===== config.mk =====
export PLATFORM = sky130hd
export DESIGN_NAME = cmp_word_sequencer_flat
export DESIGN_NICKNAME = d
export VERILOG_FILES = /design/src/rtl/cmp_word_sequencer_if.sv /design/src/rtl/cmp_word_sequencer.sv /design/src/flat_wrapper.sv
export SDC_FILE = /design/constraint.sdc
export NUM_CORES = 1
export LEC_CHECK = 0
export BUFFER_PORTS_ARGS = -buffer_cell sky130_fd_sc_hd__buf_2
export CORE_MARGIN = 2
export CORE_UTILIZATION = 30
export CTS_BUF_LIST = sky130_fd_sc_hd__clkbuf_8
export DETAILED_ROUTE_END_ITERATION = 8
export HOLD_SLACK_MARGIN = 0.12
export PLACE_DENSITY_LB_ADDON = 0.1
export SLEW_MARGIN = 20
export SYNTH_ARGS = -nofsm -noshare
export SYNTH_HDL_FRONTEND = slang
export SYNTH_SLANG_ARGS = --single-unit

===== constraint.sdc =====
create_clock -name clk -period 1.8 [get_ports clk]
set_input_delay 0.36 -clock clk [delete_from_list [all_inputs] [get_ports clk]]
set_output_delay 0.36 -clock clk [all_outputs]
set_load 0.02 [all_outputs]

===== src/rtl/cmp_word_sequencer_if.sv =====
// Bus bundle between the compare-slice word sequencer and its environment.
// The abort signal exists only when SEQ_ABORT_EN is defined.
interface cmp_word_sequencer_if #(
    parameter int unsigned WIDTH = 8,
    parameter int unsigned SEL_W = 2
);
    logic             wr_en;
    logic [SEL_W-1:0] wr_bank;
    logic [WIDTH-1:0] wr_data;
    logic             start;
    logic             start_carry;
    logic             hold;
    logic             cmp_result;
`ifdef SEQ_ABORT_EN
    logic             abort;
`endif
    logic [WIDTH-1:0] op_word;
    logic [SEL_W-1:0] bank_sel;
    logic             carry_in;
    logic             busy;
    logic             done;
    logic             final_result;

`ifdef SEQ_ABORT_EN
    modport master (
        output wr_en, wr_bank, wr_data, start, start_carry, hold, cmp_result, abort,
        input  op_word, bank_sel, carry_in, busy, done, final_result
    );
    modport slave (
        input  wr_en, wr_bank, wr_data, start, start_carry, hold, cmp_result, abort,
        output op_word, bank_sel, carry_in, busy, done, final_result
    );
`else
    modport master (
        output wr_en, wr_bank, wr_data, start, start_carry, hold, cmp_result,
        input  op_word, bank_sel, carry_in, busy, done, final_result
    );
    modport slave (
        input  wr_en, wr_bank, wr_data, start, start_carry, hold, cmp_result,
        output op_word, bank_sel, carry_in, busy, done, final_result
    );
`endif
endinterface


===== src/rtl/cmp_word_sequencer.sv =====
// Feeds NBANK operand words to the compare slice, chaining its result as carry.
// Optional SEQ_ABORT_EN adds an abort input that cancels a scan in progress.
module cmp_word_sequencer #(
    parameter int unsigned WIDTH = 8,
    parameter int unsigned NBANK = 4,
    parameter int unsigned SEL_W = 2
) (
    input  logic                  clk,
    input  logic                  rst,
    cmp_word_sequencer_if.slave   bus
);
    localparam int unsigned LAST = NBANK - 1;

    typedef enum logic [1:0] {
        S_IDLE = 2'd0,
        S_SCAN = 2'd1,
        S_DONE = 2'd2
    } state_t;

    state_t           state_q, state_d;
    logic [SEL_W-1:0] sel_q, sel_d;
    logic             carry_q, carry_d;
    logic             final_q, final_d;
    logic [WIDTH-1:0] bank_q [NBANK];

    // Operand bank: writes land in any state; reset clears every word.
    always_ff @(posedge clk) begin
        if (rst) begin
            for (int i = 0; i < int'(NBANK); i++) begin
                bank_q[i] <= '0;
            end
        end else if (bus.wr_en) begin
            bank_q[bus.wr_bank] <= bus.wr_data;
        end
    end

    always_ff @(posedge clk) begin
        if (rst) begin
            state_q <= S_IDLE;
            sel_q   <= '0;
            carry_q <= 1'b0;
            final_q <= 1'b0;
        end else begin
            state_q <= state_d;
            sel_q   <= sel_d;
            carry_q <= carry_d;
            final_q <= final_d;
        end
    end

    always_comb begin
        state_d = state_q;
        sel_d   = sel_q;
        carry_d = carry_q;
        final_d = final_q;
        case (state_q)
            S_IDLE: begin
                if (bus.start) begin
                    state_d = S_SCAN;
                    sel_d   = '0;
                    carry_d = bus.start_carry;
                end
            end
            S_SCAN: begin
`ifdef SEQ_ABORT_EN
                if (bus.abort) begin
                    state_d = S_IDLE;
                    sel_d   = '0;
                    carry_d = 1'b0;
                end else
`endif
                if (!bus.hold) begin
                    carry_d = bus.cmp_result;
                    if (sel_q != SEL_W'(LAST)) begin
                        sel_d = sel_q + SEL_W'(1);
                    end else begin
                        final_d = bus.cmp_result;
                        sel_d   = '0;
                        state_d = S_DONE;
                    end
                end
            end
            S_DONE: state_d = S_IDLE;
            default: state_d = S_IDLE;
        endcase
    end

    // Status outputs decode straight from the state register.
    assign bus.op_word      = bank_q[sel_q];
    assign bus.bank_sel     = sel_q;
    assign bus.carry_in     = carry_q;
    assign bus.busy         = (state_q == S_SCAN);
    assign bus.done         = (state_q == S_DONE);
    assign bus.final_result = final_q;
endmodule


===== src/flat_wrapper.sv =====
// flat-port wrapper written by rule: the top's interface ports become plain ports
module cmp_word_sequencer_flat 
#(
    parameter int unsigned WIDTH = 8,
    parameter int unsigned NBANK = 4,
    parameter int unsigned SEL_W = 2
)
  (clk, rst, bus_wr_en, bus_wr_bank, bus_wr_data, bus_start, bus_start_carry, bus_hold, bus_cmp_result, bus_op_word, bus_bank_sel, bus_carry_in, bus_busy, bus_done, bus_final_result);
  cmp_word_sequencer_if #(.WIDTH(WIDTH), .SEL_W(SEL_W)) bus_i ();
  input  logic clk;
  input  logic rst;
  input wire logic [$bits(bus_i.wr_en)-1:0] bus_wr_en;
  input wire logic [$bits(bus_i.wr_bank)-1:0] bus_wr_bank;
  input wire logic [$bits(bus_i.wr_data)-1:0] bus_wr_data;
  input wire logic [$bits(bus_i.start)-1:0] bus_start;
  input wire logic [$bits(bus_i.start_carry)-1:0] bus_start_carry;
  input wire logic [$bits(bus_i.hold)-1:0] bus_hold;
  input wire logic [$bits(bus_i.cmp_result)-1:0] bus_cmp_result;
  output wire logic [$bits(bus_i.op_word)-1:0] bus_op_word;
  output wire logic [$bits(bus_i.bank_sel)-1:0] bus_bank_sel;
  output wire logic [$bits(bus_i.carry_in)-1:0] bus_carry_in;
  output wire logic [$bits(bus_i.busy)-1:0] bus_busy;
  output wire logic [$bits(bus_i.done)-1:0] bus_done;
  output wire logic [$bits(bus_i.final_result)-1:0] bus_final_result;
  assign bus_i.wr_en = bus_wr_en;
  assign bus_i.wr_bank = bus_wr_bank;
  assign bus_i.wr_data = bus_wr_data;
  assign bus_i.start = bus_start;
  assign bus_i.start_carry = bus_start_carry;
  assign bus_i.hold = bus_hold;
  assign bus_i.cmp_result = bus_cmp_result;
  assign bus_op_word = bus_i.op_word;
  assign bus_bank_sel = bus_i.bank_sel;
  assign bus_carry_in = bus_i.carry_in;
  assign bus_busy = bus_i.busy;
  assign bus_done = bus_i.done;
  assign bus_final_result = bus_i.final_result;
  cmp_word_sequencer #(.WIDTH(WIDTH), .NBANK(NBANK), .SEL_W(SEL_W)) u_core (.clk(clk), .rst(rst), .bus(bus_i));
endmodule

==> impl_metrics.ini <==
[run_status]
status = finished clean

[yosys]
ys_seq_area_share_pct = 64.0
syn_area_um2 = 1750
synth_area_per_cell_um2 = 15.2
synth_seq_cells = 40
syn_inst = 115
synth-main-ff-cell = edfxtp_1
yosysTopAreaCell = edfxtp_1
synth_top_area_share_pct = 54.9
ys_warn_count = 0
synth.distinct_cells = 27
netlist_top_cells_count = and2_1, edfxtp_1, dfxtp_1, mux4_2, nor2_1
synthArstFlopShare_pct = 0
synth_edf_count = 32
ys_top_cells_by_area = edfxtp_1, and2_1, mux4_2, dfxtp_1, nor3b_2
syn_nets = 133
post-synth-top-count-cell = and2_1

[clock_tree]
clkLatencyLatePin_ps = 290
numClockSinks = 40
holdBufCountCts = 0
clk_pin_slew_ps = 70
cts_setup_buffers = 0
cts_buffers = 5
cts_buffer_depth = 2
htree_levels = 2
ctsRootBufferMaster = clkbuf_8
cts_tree = yes

[place]
placedInstanceArea_um2 = 2020
port_buffers = 30
dpl_worst_slack_ps = 129
gp_congestion = 0.775
post-dp-hpwl_um = 2570

[floorplanning]
io_pins = 31
fp.coreArea_um2 = 5570
die_w_um = 80.4
rows = 27
die_height_um = 80.4
initial_utilization_pct = 31.4
dieArea_um2 = 6460

[sta]
fmax_mhz = 556
setup_tns_ps = 0
hold_violations = 0
finalSetupViolations = 0
period_share_pct = 100
finalCriticalPeriod_ps = 1800
worst_slew_pin_slew_ps = 839
finalClockSkew_ps = 6.08
slew_violations = 0
layout_setup_ws_ps = 0.756
rsz0062_at_grt = yes
slew_headroom_pct = 43.9

[grt]
grt_pass1_vias = 1098
grt_start_max_net_pins = 13
grt_overflow_total = 0
grt_pass1_wl_um = 5710
antenna_found_initial = 0
track_usage_pct = 12.5

[power]
peakVddDrop_v = 0.000251
power_density_nw_per_um2 = 855
cellLeakagePower_nw = 0.817

[final_layout]
fill_cells = 548
regArea_um2 = 1120
final_util_pct = 38.7
finalNetCount = 173
diodes = 0
multi_input_area_um2 = 617
stdcell_area_um2 = 2160
layout-drive-gt1-share_pct = 38.5
area_growth_pct = 23.3

[routing]
drt-total-wl_um = 3560
post_drt_wl_per_cell_um = 15.6
drtIter0Drc = 44
num_vias = 1047
dr.pass1.iters = 4
drc = 0
viasPerCell = 4.59
final_antenna_net_count = 0

[worst_setup_path]
path_class = reg -> out
start_kind = flop
r2r_end = u_core.bus.carry_in
endpoint_kind = primary output
critPathMaxFanout = 4
worstPathArrival_ps = 1440
r2r_start = u_core.state_q[0]
r2r_slack_ps = 590
rr_worst_depth = 2
cp_data_required_time_ps = 1440

[hold_path]
min-delay-start = bus_cmp_result
hold_path_depth = 3
hp-class = in -> reg
hold_end = u_core.bus.final_result

[job]
maxCapViolations = 0
[kinds of logic (layout without fill, tap and decap cells)]
group | count (synthesis) | in the layout | share of synthesized area (%)
simple gates | 55 | 55 | 20.4
flops | 40 | 40 | 64.0
mux | 9 | 9 | 10.9
compound gates | 7 | 7 | 3.29
buf+inv | 3 | 44 | 0.714
fa+ha+maj | 1 | 1 | 0.715
[cell usage in the layout, fill, tap and decap left out, drive strengths merged]
cell     Yosys  routed
nor3b        2       2
o221a        1       1
clkinv       0       1
buf          2      36
nand2        2       2
or2          2       2
clkbuf       1       5
or3b         1       1
edfxtp      32      32
dfxtp        8       8
mux2i        1       1
and2        33      33
o2bb2ai      2       2
ha           1       1
a21oi        1       1
inv          0       2
nor4b        1       1
a31o         1       1
nor2b        2       2
and2b        1       1
o21bai       2       2
and4bb       1       1
mux4         8       8
nand2b       3       3
nor3         2       2
nor2         5       5
[stage by stage]
stage          hold slack (ps)  instances  total power, mW
2_1_floorplan              507        115             1.21
3_3_place_gp               478        220             1.29
3_5_place_dp               493        220             1.30
4_1_cts                    334        228             1.86
5_1_grt                    353        228             1.93
6_report                   334        228             1.84
[flip-flops by register name (all words and copies together) (netlist names), named ones only]
register,count
u_core.bank_q,32
u_core.bus.bank_sel,2
u_core.bus.carry_in,1
u_core.bus.final_result,1
u_core.state_q,2
[worst max path at each step]
stage,startpoint,end,cells past startpoint
6_report,flop,bus_op_word[7],3
5_1_grt,flop,bus_op_word[7],3
4_1_cts,flop,bus_op_word[7],3
3_5_place_dp,bus_wr_bank[1],u_core.bank_q[2][5],3
3_3_place_gp,bus_wr_bank[1],u_core.bank_q[2][4],3
2_1_floorplan,flop,bus_op_word[0],2
[power breakdown]
part,switching (mW),internal [mW]
Sequential,0.0199,1.06
Combinational,0.112,0.105
Clock,0.285,0.260
Total,0.417,1.43
[worst max-delay path, cell delays in order (launching register included)]
cell and delay (ps):
dfxtp_2 350, buf_6 130, mux4_2 520, buf_6 150
[final cells by class]
class / count / area share, %
clock buffer: 5 / 3.19
clock inverter: 3 / 0.580
multi-input combinational: 72 / 28.6
sequential: 40 / 52.1
tap: 72 / 4.17
timing repair buffer: 36 / 11.4
[routing by layer]
metal | global-route usage, % | wire [µm]
met4 | 4.07 | 35
met5 | 0 | 0
met1 | 15.5 | 1600
met3 | 4.38 | 166
met2 | 20.3 | 1760
[what timing repair did]
item / 4_1_cts / 5_1_grt
endpoints found under the setup margin: 8 / 8
pin swaps: 0 / 0
gates resized for setup: 7 / 11
No activity file was read; power rests on OpenSTA's default activity.
